**src/rtl/dm_store_buffer.sv**
```systemverilog
// rtl/dm_store_buffer.sv - posted-store FIFO that retires into DM by read-merge-write; loads own the port first.
// Optional define SB_FWD_EN: full-word forwarding from the youngest matching entry.
module dm_store_buffer #(
  parameter int DEPTH = 4
) (
  input  logic        clk,
  input  logic        reset,
  input  logic        st_valid,
  output logic        st_ready,
  input  logic [31:0] st_addr,
  input  logic [31:0] st_wdata,
  input  logic [3:0]  st_be,
  input  logic [31:0] st_pc,
  input  logic        ld_valid,
  input  logic [31:0] ld_addr,
  output logic        ld_stall,
  output logic [31:0] ld_rdata,
  output logic [31:0] dm_addr,
  output logic        dm_we,
  output logic [31:0] dm_wd,
  output logic [31:0] dm_pc,
  input  logic [31:0] dm_rd
);

  localparam int AW = $clog2(DEPTH);

  logic [29:0]      e_addr [DEPTH];
  logic [31:0]      e_data [DEPTH];
  logic [3:0]       e_be   [DEPTH];
  logic [31:0]      e_pc   [DEPTH];
  logic [DEPTH-1:0] e_valid;

  logic [AW-1:0] head, tail;
  logic [AW:0]   count;

  logic empty, full, accept, drain, match, load_go;
  logic unused_addr_lsb;

  assign empty  = (count == '0);
  assign full   = (count == (AW+1)'(DEPTH));
  assign accept = st_valid && st_ready;
  assign unused_addr_lsb = &{1'b0, st_addr[1:0]};

`ifdef SB_FWD_EN
  logic [AW-1:0] y_idx;
  logic [AW-1:0] scan_idx;
  logic          fwd_hit;

  // Scan from head towards tail so the last hit is the youngest store to that word.
  always_comb begin
    match    = 1'b0;
    y_idx    = '0;
    scan_idx = '0;
    for (int i = 0; i < DEPTH; i++) begin
      scan_idx = head + AW'(i);
      if (e_valid[scan_idx] && e_addr[scan_idx] == ld_addr[31:2]) begin
        match = 1'b1;
        y_idx = scan_idx;
      end
    end
  end

  assign fwd_hit = match && (e_be[y_idx] == 4'b1111);
  assign load_go = ld_valid && (!match || fwd_hit);
`else
  always_comb begin
    match = 1'b0;
    for (int i = 0; i < DEPTH; i++) begin
      if (e_valid[i] && e_addr[i] == ld_addr[31:2]) match = 1'b1;
    end
  end

  assign load_go = ld_valid && !match;
`endif

  // Arbitration uses only registered state plus the load request, never st_valid.
  always_comb begin
    st_ready = !full;
    ld_stall = 1'b0;
    ld_rdata = '0;
    dm_addr  = '0;
    dm_we    = 1'b0;
    dm_wd    = '0;
    dm_pc    = '0;
    drain    = 1'b0;
    if (!reset) begin
      if (load_go) begin
        dm_addr = ld_addr;
`ifdef SB_FWD_EN
        ld_rdata = fwd_hit ? e_data[y_idx] : dm_rd;
`else
        ld_rdata = dm_rd;
`endif
      end else if (!empty) begin
        drain    = 1'b1;
        dm_we    = 1'b1;
        dm_addr  = {e_addr[head], 2'b00};
        dm_pc    = e_pc[head];
        ld_stall = ld_valid && match;
        for (int k = 0; k < 4; k++) begin
          dm_wd[8*k +: 8] = e_be[head][k] ? e_data[head][8*k +: 8] : dm_rd[8*k +: 8];
        end
      end
    end
  end

  always_ff @(posedge clk) begin
    if (reset) begin
      head    <= '0;
      tail    <= '0;
      count   <= '0;
      e_valid <= '0;
    end else begin
      if (accept) begin
        e_valid[tail] <= 1'b1;
        tail          <= tail + 1'b1;
      end
      if (drain) begin
        e_valid[head] <= 1'b0;
        head          <= head + 1'b1;
      end
      case ({accept, drain})
        2'b10:   count <= count + 1'b1;
        2'b01:   count <= count - 1'b1;
        default: count <= count;
      endcase
    end
  end

  // Payload needs no reset; the valid bits and count gate every use of it.
  always_ff @(posedge clk) begin
    if (accept) begin
      e_addr[tail] <= st_addr[31:2];
      e_data[tail] <= st_wdata;
      e_be[tail]   <= st_be;
      e_pc[tail]   <= st_pc;
    end
  end

endmodule

```
**config.mk**
```make
export PLATFORM = sky130hd
export DESIGN_NAME = dm_store_buffer
export DESIGN_NICKNAME = d
export VERILOG_FILES = /design/src/rtl/dm_store_buffer.sv
export SDC_FILE = /design/constraint.sdc
export NUM_CORES = 1
export LEC_CHECK = 0
export ABC_CLOCK_PERIOD_IN_PS = 4150
export CAP_MARGIN = 20
export CORE_UTILIZATION = 40
export DETAILED_ROUTE_END_ITERATION = 10
export GPL_TIMING_DRIVEN = 0
export PLACE_DENSITY_LB_ADDON = 0.25
export SYNTH_ARGS = -nofsm -noshare
export SYNTH_HDL_FRONTEND = slang
export SYNTH_SLANG_ARGS = --single-unit
```
**constraint.sdc**
```tcl
create_clock -name clk -period 4.15 [get_ports clk]
set_input_delay 0.415 -clock clk [delete_from_list [all_inputs] [get_ports clk]]
set_output_delay 0.415 -clock clk [all_outputs]
set_load 0.03 [all_outputs]
```
==> results.toml <==
[placed_design]
hpwl_mm = 34.0
io_buffers = 266
globalplace.congestion = 0.918
placed_area_um2 = 21500
numPlacedInstances = 1885

[synth]
synth_edf_count = 392
ys.flop_type = "edfxtp_1"
syn-instance-count = 1019
async_flop_share_pct = 0
mappedNetlistArea_um2 = 17900
synth_top_area_share_pct = 65.7
syn_area_per_cell_um2 = 17.6
seq_area_frac_synth_pct = 67.2
yosys.area.top_type = "edfxtp_1"
synthTopCellsByArea = "edfxtp_1, mux4_2, xnor2_1, nand4_1, mux2i_1"
synth_cell_types = 38
synth_warnings = 0
yosys_register_bits = 405
syn_nets = 1197

[setup_path]
worstPathRequired_ns = 3.73
end_kind = "primary output"
setup.worst_path.start = "e_addr[0][22]$_DFFE_PP_"
reg2reg_from = "e_addr[0][22]$_DFFE_PP_"
critPathArrivalTime_ns = 3.56
critPathLaunchType = "flop"
worstReg2RegEnd = "count[2]$_SDFFE_PP0P_"
r2r.worst_path.cells = 14
path_max_fanout = 10
cp-endpoint = "dm_addr[8]"
ff2ff_setup_slack_ns = 0.49
crit_type = "reg -> out"

[global_route]
antenna_found_initial = 3
overflow = 0
grt_util_met3_pct = 4.39
grt_max_degree = 52
grt_util_met2_pct = 33.8
grt_pass1_wl_mm = 69.0
grt_pass1_vias = 10600
top_usage_layer = "met2"
grt_use_met1_pct = 29.3
track_usage_pct = 21.1

[sta]
worst_pin_slew_ns = 0.984
hold_violations = 0
finalMaxSlewViolations = 0
relSlewSlack_pct = 34.4
finalSetupViolations = 0
fin_setup_tns_ns = 0
worst_clock_skew_ns = 0.0133
max_freq_mhz = 252
fin_crit_ns = 3.97
rsz0062_at_grt = "false"
min_period_over_period_pct = 95.7

[flow_run]
cap_viol_max_count = 0

[drt]
vias_per_cell = 5.37
first_pass_iters = 5
totalWireLength_mm = 47.8
drt-wirelength-per-cell_um = 24.3
drtIter0Drc = 893
route.detailed.drc = 0
final_antenna_net_count = 0
num_vias = 10500

[status]
outcome = "complete, no violations"

[power_and_ir_drop]
ir_drop_uv = 431
p_switching_uw = 3160
pwr-share-seq_pct = 42.8
powerDensity_nw_per_um2 = 493
power.leakage_uw = 0.00824
pwr-share-comb_pct = 24.4
p_int_uw = 8290
power_frac_clock_pct = 32.8
swShare_pct = 27.6

[floorplanning]
dieArea_um2 = 45600
io_pins = 299
die_w_um = 214
initial_core_util_pct = 40.5
die_h_um = 214
core-area_um2 = 44200
num_rows = 77

[final_layout]
finalInstanceArea_um2 = 23200
layout-drive-gt1-share_pct = 18.2
fin_nets = 1517
syn2layout_area_growth_pct = 29.6
fin_cells = 1964
final.fill_count = 3627
fin_util_pct = 52.5

[cts]
worstSkewPairLatency_ns = 0.58
clock_path_buffers = 3
cts_tree = "done"
cts-buffers-inserted = 44
clk_pin_slew_ns = 0.06
cts_sinks = 405
cts_max_level = 2
root_buffer = "clkbuf_16"

[hold_path]
hp-class = "in -> reg"
hold_depth = 1
==> what timing repair did <==
action,4_1_cts,5_1_grt
gates resized for setup,31,58
pin swaps,0,0
hold buffers,0,0
setup buffers,0,0
setup endpoints to repair,106,82
==> state kept, by name (all words and copies together) (netlist names), named ones only <==
name / count
count: 3
e_addr: 120
e_be: 16
e_data: 128
e_pc: 128
e_valid: 4
head: 2
tail: 2
==> cell type report <==
type                       count  area, um2  share of cell area (%)
antenna                        3       7.51                  0.0323
buffer                        78        457                    1.97
clock buffer                  52       1130                    4.87
clock inverter                24        241                    1.04
inverter                      12       45.0                   0.194
multi-input combinational    524       5580                    24.0
sequential                   405      12000                    51.8
tap                          592        741                    3.19
timing repair buffer         274       2990                    12.9
==> critical path, stage by stage, from the launching register on <==
cell	delay, ns
edfxtp_1	0.40
xnor2_1	0.34
nand4_1	0.16
nor4_1	0.39
a22o_2	0.29
or3_1	0.12
buf_2	0.21
buf_6	0.20
a32o_1	0.20
clkdlybuf4s50_1	0.68
==> power groups by stage <==
stage / sequential [uW] / combinational (uW) / clock [uW]
CTS: 4900 / 2860 / 3840
floorplan: 4980 / 1840 / 0
global placement: 5020 / 2790 / 0
detailed placement: 4980 / 2850 / 0
finish: 4890 / 2790 / 3760
global route: 4920 / 3000 / 3980
==> cells in the mapped netlist (19+ instances only) <==
cell and n:
mux2i_1 33, a32o_1 30, nand4_1 57, mux4_2 98, buf_2 20, nor2b_1 32, xnor2_1 121, and2_1 35
buf_4 30, nor2_1 43, clkbuf_1 19, edfxtp_1 392
==> cells in the final DEF, fill, tap and decap left out, types with 4 or more instances in the layout <==
master / n
mux4_2: 98
nand3_1: 11
buf_4: 30
bufinv_16: 4
nor2b_1: 32
nand2_1: 4
dlygate4sd2_1: 7
mux2i_1: 33
dfxtp_1: 13
buf_2: 20
xnor2_2: 20
clkbuf_16: 44
edfxtp_1: 392
buf_6: 4
and3_4: 4
nor3_1: 4
buf_1: 6
ha_1: 9
dlymetal6s2s_1: 51
clkdlybuf4s50_1: 208
and2_1: 35
nand4_1: 57
a32o_1: 30
xnor2_1: 101
clkinv_1: 11
buf_16: 7
clkinv_2: 5
clkbuf_1: 24
inv_1: 12
nor2_1: 43
nor4_1: 14
==> worst min-delay path by stage <==
stage	start	endpoint	slack [ns]
final	st_addr[5]	e_addr[0][3]$_DFFE_PP_	0.47
after global routing	st_addr[2]	e_addr[2][0]$_DFFE_PP_	0.46
after CTS	st_addr[5]	e_addr[0][3]$_DFFE_PP_	0.44
after detailed placement	count[2]$_SDFFE_PP0P_	count[2]$_SDFFE_PP0P_	0.52
after global placement	count[2]$_SDFFE_PP0P_	count[2]$_SDFFE_PP0P_	0.51
after floorplan	count[2]$_SDFFE_PP0P_	count[2]$_SDFFE_PP0P_	0.48
==> cells by family after synthesis <==
group | synth area share, %
compound gates | 2.45
flops | 67.2
fa+ha+maj | 0.740
simple gates | 6.68
mux | 14.2
buf+inv | 2.78
xor+xnor | 6.01
==> through the flow <==
| stage | total power [uW] | hold WS, ns | setup slack [ns] |
|---|---|---|---|
| after floorplan | 6810 | 0.479 | 0.480 |
| after global placement | 7810 | 0.511 | -1.81 |
| after detailed placement | 7820 | 0.524 | 0.129 |
| after CTS | 11600 | 0.435 | 0.000923 |
| after global routing | 11900 | 0.458 | 0.0393 |
| final | 11400 | 0.468 | 0.179 |
==> layer usage <==
layer  wire length (um)  vias up  part of all wire [%]
met3               3620       60                   7.6
met2              23200      354                    48
li1                   -     4726                     -
met4                898        0                   1.9
met1              20100     5406                    42
met5                  0        -                     0
No activity file was read; power rests on OpenSTA's default activity.
